File: src/rtl/ps2_front_pkg.sv
// Shared constants and helpers for the PS/2 receive front end.
// A frame is 11 falling clock edges: start, 8 data bits, parity, stop.
package ps2_front_pkg;

    localparam int   FRAME_EDGES = 11;
    localparam int   LAST_EDGE   = FRAME_EDGES - 1;
    localparam logic PS2_IDLE    = 1'b1;

    localparam int BIT_CNT_W = 4;
    typedef logic [BIT_CNT_W-1:0] bit_cnt_t;

    function automatic logic is_last_edge(input bit_cnt_t cnt);
        return cnt == BIT_CNT_W'(LAST_EDGE);
    endfunction

endpackage

File: src/rtl/ps2_front_if.sv
// Raw PS/2 lines in, edge strobe and frame-tracking pulses out.
// The slave modport is the front end; the master modport is its driver/consumer.
interface ps2_front_if;

    logic i_ps2_clk;
    logic i_ps2_dat;
    logic o_en;
    logic o_dat;
    logic o_sclr;
    logic o_done;
    logic o_busy;

    modport master (
        output i_ps2_clk,
        output i_ps2_dat,
        input  o_en,
        input  o_dat,
        input  o_sclr,
        input  o_done,
        input  o_busy
    );

    modport slave (
        input  i_ps2_clk,
        input  i_ps2_dat,
        output o_en,
        output o_dat,
        output o_sclr,
        output o_done,
        output o_busy
    );

endinterface

File: src/rtl/ps2_front_sync_filter.sv
// Synchroniser chain plus FILTER_LEN-sample hold filter for one raw line.
// o_fall is high in the cycle whose clock edge takes the filtered line 1->0.
module ps2_sync_filter
    import ps2_front_pkg::*;
#(
    parameter int SYNC_STAGES = 2,
    parameter int FILTER_LEN  = 8
) (
    input  logic clk,
    input  logic rst,
    input  logic i_raw,
    output logic o_fall
);

    logic [SYNC_STAGES-1:0] sync_q, sync_d;
    logic [FILTER_LEN-1:0]  shift_q, shift_d;
    logic                   filt_q, filt_d;
    logic                   all_low;
    logic                   all_high;

    // The filtered line only moves once the whole window agrees; anything mixed holds.
    always_comb begin
        sync_d   = {sync_q[SYNC_STAGES-2:0], i_raw};
        shift_d  = {shift_q[FILTER_LEN-2:0], sync_q[SYNC_STAGES-1]};
        all_low  = (shift_q == '0);
        all_high = (shift_q == '1);
        filt_d   = filt_q;
        if (all_low) begin
            filt_d = 1'b0;
        end else if (all_high) begin
            filt_d = 1'b1;
        end
    end

    assign o_fall = filt_q & all_low;

    always_ff @(posedge clk or posedge rst) begin
        if (rst) begin
            sync_q  <= {SYNC_STAGES{PS2_IDLE}};
            shift_q <= {FILTER_LEN{PS2_IDLE}};
            filt_q  <= PS2_IDLE;
        end else begin
            sync_q  <= sync_d;
            shift_q <= shift_d;
            filt_q  <= filt_d;
        end
    end

endmodule

File: src/rtl/ps2_front.sv
// PS/2 receive front end: clock filtering, per-edge data strobe, frame position
// tracking with mid-frame timeout abort and end-of-frame pulse.
module ps2_front
    import ps2_front_pkg::*;
#(
    parameter int SYNC_STAGES = 2,
    parameter int FILTER_LEN  = 8,
    parameter int TIMEOUT_CYC = 5000,
    parameter int CNT_W       = 13
) (
    input  logic        clk,
    input  logic        i_rst,
    ps2_front_if.slave  bus
);

    // Abort fires on the edge that would have loaded TIMEOUT_CYC-1, so o_sclr
    // lands TIMEOUT_CYC-1 cycles after the counter was last cleared.
    localparam logic [CNT_W-1:0] TMO_PRE = CNT_W'(TIMEOUT_CYC - 2);

    logic                   fall;
    logic [SYNC_STAGES-1:0] dat_sync_q, dat_sync_d;
    logic                   en_q, en_d;
    logic                   dat_q, dat_d;
    logic                   sclr_q, sclr_d;
    logic                   wrap_q, wrap_d;
    logic                   done_q, done_d;
    bit_cnt_t               cnt_q, cnt_d;
    logic [CNT_W-1:0]       tmo_q, tmo_d;
    logic                   tmo_hit;

    ps2_sync_filter #(
        .SYNC_STAGES (SYNC_STAGES),
        .FILTER_LEN  (FILTER_LEN)
    ) u_clk_filt (
        .clk    (clk),
        .rst    (i_rst),
        .i_raw  (bus.i_ps2_clk),
        .o_fall (fall)
    );

    // A falling edge always beats a coincident timeout.
    always_comb begin
        dat_sync_d = {dat_sync_q[SYNC_STAGES-2:0], bus.i_ps2_dat};
        tmo_hit    = (cnt_q != '0) && (tmo_q == TMO_PRE);
        en_d       = fall;
        dat_d      = fall ? dat_sync_q[SYNC_STAGES-1] : dat_q;
        wrap_d     = fall && is_last_edge(cnt_q);
        done_d     = wrap_q;
        sclr_d     = 1'b0;
        cnt_d      = cnt_q;
        tmo_d      = tmo_q + 1'b1;
        if (fall) begin
            cnt_d = is_last_edge(cnt_q) ? '0 : cnt_q + 1'b1;
            tmo_d = '0;
        end else if (cnt_q == '0) begin
            tmo_d = '0;
        end else if (tmo_hit) begin
            sclr_d = 1'b1;
            cnt_d  = '0;
            tmo_d  = '0;
        end
    end

    always_ff @(posedge clk or posedge i_rst) begin
        if (i_rst) begin
            dat_sync_q <= {SYNC_STAGES{PS2_IDLE}};
            en_q       <= 1'b0;
            dat_q      <= PS2_IDLE;
            sclr_q     <= 1'b0;
            wrap_q     <= 1'b0;
            done_q     <= 1'b0;
            cnt_q      <= '0;
            tmo_q      <= '0;
        end else begin
            dat_sync_q <= dat_sync_d;
            en_q       <= en_d;
            dat_q      <= dat_d;
            sclr_q     <= sclr_d;
            wrap_q     <= wrap_d;
            done_q     <= done_d;
            cnt_q      <= cnt_d;
            tmo_q      <= tmo_d;
        end
    end

    assign bus.o_en   = en_q;
    assign bus.o_dat  = dat_q;
    assign bus.o_sclr = sclr_q;
    assign bus.o_done = done_q;
    assign bus.o_busy = (cnt_q != '0);

endmodule

File: src/flat_wrapper.sv
// flat-port wrapper written by rule: the top's interface ports become plain ports
module ps2_front_flat import ps2_front_pkg::*;
#(
    parameter int SYNC_STAGES = 2,
    parameter int FILTER_LEN  = 8,
    parameter int TIMEOUT_CYC = 5000,
    parameter int CNT_W       = 13
)
  (clk, i_rst, bus_i_ps2_clk, bus_i_ps2_dat, bus_o_en, bus_o_dat, bus_o_sclr, bus_o_done, bus_o_busy);
  ps2_front_if bus_i ();
  input  logic clk;
  input  logic i_rst;
  input wire logic [$bits(bus_i.i_ps2_clk)-1:0] bus_i_ps2_clk;
  input wire logic [$bits(bus_i.i_ps2_dat)-1:0] bus_i_ps2_dat;
  output wire logic [$bits(bus_i.o_en)-1:0] bus_o_en;
  output wire logic [$bits(bus_i.o_dat)-1:0] bus_o_dat;
  output wire logic [$bits(bus_i.o_sclr)-1:0] bus_o_sclr;
  output wire logic [$bits(bus_i.o_done)-1:0] bus_o_done;
  output wire logic [$bits(bus_i.o_busy)-1:0] bus_o_busy;
  assign bus_i.i_ps2_clk = bus_i_ps2_clk;
  assign bus_i.i_ps2_dat = bus_i_ps2_dat;
  assign bus_o_en = bus_i.o_en;
  assign bus_o_dat = bus_i.o_dat;
  assign bus_o_sclr = bus_i.o_sclr;
  assign bus_o_done = bus_i.o_done;
  assign bus_o_busy = bus_i.o_busy;
  ps2_front #(.SYNC_STAGES(SYNC_STAGES), .FILTER_LEN(FILTER_LEN), .TIMEOUT_CYC(TIMEOUT_CYC), .CNT_W(CNT_W)) u_core (.clk(clk), .i_rst(i_rst), .bus(bus_i));
endmodule
File: config.mk
export PLATFORM = sky130hd
export DESIGN_NAME = ps2_front_flat
export DESIGN_NICKNAME = d
export VERILOG_FILES = /design/src/rtl/ps2_front_pkg.sv /design/src/rtl/ps2_front_if.sv /design/src/rtl/ps2_front_sync_filter.sv /design/src/rtl/ps2_front.sv /design/src/flat_wrapper.sv
export SDC_FILE = /design/constraint.sdc
export NUM_CORES = 1
export LEC_CHECK = 0
export ABC_CLOCK_PERIOD_IN_PS = 1410
export CAP_MARGIN = 20
export CORE_MARGIN = 2
export CORE_UTILIZATION = 51
export CTS_CLUSTER_DIAMETER = 50
export CTS_CLUSTER_SIZE = 14
export DETAILED_ROUTE_END_ITERATION = 8
export PLACE_DENSITY_LB_ADDON = 0.15
export SETUP_SLACK_MARGIN = 0.02
export SLEW_MARGIN = 40
export SYNTH_ARGS = -nofsm -noshare
export SYNTH_HDL_FRONTEND = slang
export SYNTH_SLANG_ARGS = --single-unit
export TNS_END_PERCENT = 100
File: constraint.sdc
create_clock -name clk -period 1.41 [get_ports clk]
set_input_delay 0.2115 -clock clk [delete_from_list [all_inputs] [get_ports clk]]
set_output_delay 0.2115 -clock clk [all_outputs]
set_load 0.05 [all_outputs]
==> impl_metrics.json <==
{
  "root_buffer": "clkbuf_4",
  "switching_power_w": 0.000394,
  "power_w": 0.00188,
  "clock_latency_ns": 0.35,
  "setup_violations": 19,
  "synth_cells": 124,
  "layout-area-overhead-vs-synth_pct": 33.0,
  "period_minus_slack_ns": 1.70,
  "final.setup.tns_ns": -4.65,
  "skew_ns": 0.00881,
  "pwr-share-comb_pct": 3.4,
  "pwr-share-seq_pct": 56.3,
  "start_util_pct": 53.4,
  "period_share_pct": 121,
  "first_pass_iters": 4,
  "fp.dieW_um": 57.5,
  "antenna_found_initial": 0,
  "post-route-drc-count": 0,
  "cp-end-kind": "output pin",
  "overflow": 0,
  "hpwl_um": 1640,
  "cts.hold.buffers_added": 0,
  "drt_iter0_drc": 45,
  "worst_setup_path_start_kind": "flop",
  "clockBufferDepth": 2,
  "p_per_area_mw_per_mm2": 971,
  "synth-seq-area-share_pct": 61.2,
  "yosys_register_bits": 35,
  "routed_wl_um": 2660,
  "fillCellCount": 197,
  "rsz0062_at_grt": "true",
  "cp.required_ns": 1.20,
  "setup_slack_ns": -0.294,
  "grt_max_degree": 36,
  "nets": 167,
  "portBuffers": 8,
  "slew_headroom_pct": 74.7,
  "tightestPinTransition_ns": 0.376,
  "internal_power_w": 0.00149,
  "gp_congestion": 0.811,
  "grtUsageTotal_pct": 18.5,
  "crit_type": "reg -> out",
  "final_cells": 190,
  "p_sw_share_pct": 20.9,
  "grt_pass1_vias": 1014,
  "holdWs_ns": 0.224,
  "yosysWarnings": 0,
  "worstPathMaxFanout": 2,
  "ys_types": 28,
  "vias": 1000,
  "path_clk_slew_ns": 0.11,
  "maxCapViolCount": 0,
  "min_path_type": "in -> async",
  "wl_per_cell_um": 14.0,
  "die_area_mm2": 0.00330,
  "power_frac_clock_pct": 40.3,
  "final_layout_size_suffix_gt1_share_pct": 42.8,
  "grt_pass1_wl_um": 4480,
  "coreArea_mm2": 0.00273,
  "placed_cell_area_mm2": 0.00172,
  "cts_buffers": 5,
  "ant_nets": 0,
  "hold_viol": 0,
  "num_antenna_cells": 0,
  "finalMaxSlewViolations": 0,
  "htree_levels": 2,
  "leakagePower_nw": 0.802,
  "fin_area_mm2": 0.00194,
  "seq_area_um2": 893,
  "avgSynthCellArea_um2": 11.8,
  "clock_sinks": 35,
  "multi_input_area_um2": 608,
  "arrival_ns": 1.49,
  "synthesis.area_mm2": 0.00146,
  "synth_nets": 133,
  "placementRows": 19,
  "fmax_ghz": 0.587,
  "cts_tree": "built",
  "die_h_um": 57.5,
  "violations": "setup timing",
  "num_io_pins": 9,
  "placed_cells": 174,
  "viasPerCell": 5.26,
  "status": "finished with violations",
  "peakVddDrop_mv": 1.19
}
-- cell usage after synthesis, drive strengths merged --
| cell | count | area, µm² |
|---|---|---|
| and2 | 1 | 8.76 |
| ha | 5 | 62.6 |
| nand3b | 2 | 15.0 |
| dfstp | 14 | 368 |
| a21o | 1 | 8.76 |
| nor4b | 1 | 15.0 |
| and4bb | 1 | 12.5 |
| nor3 | 2 | 10.0 |
| a21oi | 2 | 10.0 |
| a22o | 1 | 8.76 |
| xor2 | 2 | 17.5 |
| nand3 | 10 | 55.1 |
| xnor2 | 9 | 78.8 |
| inv | 8 | 30.0 |
| buf | 1 | 7.51 |
| dfrtp | 21 | 526 |
| o21ai | 1 | 5.00 |
| o2bb2ai | 1 | 8.76 |
| nand4 | 4 | 25.0 |
| nand2b | 2 | 12.5 |
| nor4 | 5 | 43.8 |
| or3b | 1 | 8.76 |
| and4b | 1 | 10.0 |
| nor2 | 20 | 75.1 |
| nand2 | 7 | 26.3 |
| a32o | 1 | 10.0 |
-- path summary, 6_finish.rpt --
check / from / slack (ns) / cells past startpoint / to
max: u_core.cnt_q[0] / -0.29 / 4 / bus_o_busy
min: i_rst / 0.22 / 3 / u_core.done_d
max reg2reg: u_core.cnt_q[0] / -0.28 / 8 / u_core.cnt_q[3]
min reg2reg: u_core.done_d / 0.36 / 0 / u_core.bus.o_done
max in group asynchronous: i_rst / 0.94 / 3 / u_core.u_clk_filt.shift_q[0]
min in group clk: bus_i_ps2_clk / 0.26 / 1 / u_core.u_clk_filt.sync_q[0]
-- logic make-up (layout without fill, tap and decap cells) --
family | after synthesis | count (layout) | synth area share (%)
buffers and inverters | 9 | 43 | 2.57
adders and majority gates | 5 | 5 | 4.29
DFF | 35 | 35 | 61.2
and+or+nand+nor | 57 | 58 | 21.8
xor gates and xnor gates | 11 | 11 | 6.60
AOI/OAI and AO/OA | 7 | 7 | 3.52
-- worst max-delay path, stage by stage, from the launching register on --
cell and delay [ns]:
dfrtp_1 0.40, inv_2 0.09, ha_4 0.12, or3b_4 0.38, buf_8 0.16
-- metal layers --
layer / up-vias / routed length [µm] / GRT usage [%]
met2: 14 / 1300 / 26.9
met1: 486 / 1200 / 23.9
met5: - / 0 / 0
met3: 8 / 84 / 5.44
li1: 492 / - / -
met4: 0 / 73 / 12.6
-- flip-flops by register name (all words and copies together), names as in the netlist --
signal,flops
u_core.bus.o_done,1
u_core.bus.o_dat,1
u_core.u_clk_filt.sync_q,2
u_core.bus.o_sclr,1
u_core.done_d,1
u_core.bus.o_en,1
u_core.u_clk_filt.shift_q,8
u_core.tmo_q,13
u_core.dat_sync_q,2
u_core.cnt_q,4
u_core.u_clk_filt.filt_q,1
-- layout by cell type, fill, tap and decap left out, types with 3 or more instances in the layout --
| cell type | count |
|---|---|
| buf_12 | 5 |
| buf_4 | 17 |
| clkbuf_4 | 5 |
| clkdlybuf4s50_1 | 3 |
| dfrtp_1 | 21 |
| dfstp_2 | 14 |
| ha_1 | 4 |
| inv_1 | 6 |
| nand2_1 | 7 |
| nand3_1 | 8 |
| nand4_1 | 4 |
| nor2_1 | 12 |
| nor2_2 | 8 |
| nor4_1 | 3 |
| xnor2_1 | 9 |
-- power groups by stage --
stage	Clock, W	Combinational [W]	Sequential [W]
after floorplan	0	0.0000288	0.00107
final	0.000760	0.0000646	0.00106
after detailed placement	0	0.0000564	0.00108
after CTS	0.000777	0.0000607	0.00106
after global placement	0	0.0000550	0.00107
after global routing	0.000825	0.0000725	0.00106
-- final cells by class --
class                   count  share of cell area [%]
clock inverters             2                    1.81
clock buffers               6                    2.64
inverters                   8                    1.55
well taps                  31                    2.00
flip-flops and latches     35                    46.0
multi-input cells          81                    31.3
repair buffers             27                    14.6
-- stage by stage --
stage	util, %	setup slack, ns
after floorplan	-	-0.134
after global placement	62.8	0.00892
after global routing	71.0	-0.359
after CTS	67.7	-0.298
final	71.0	-0.294
after detailed placement	62.8	-0.0293
-- timing repair --
action	CTS	global route
setup endpoints to repair	18	20
cloned	1	0
pin swaps	2	7
resized for setup	4	14
setup buffers	2	5
(Power assumes the default switching activity.)
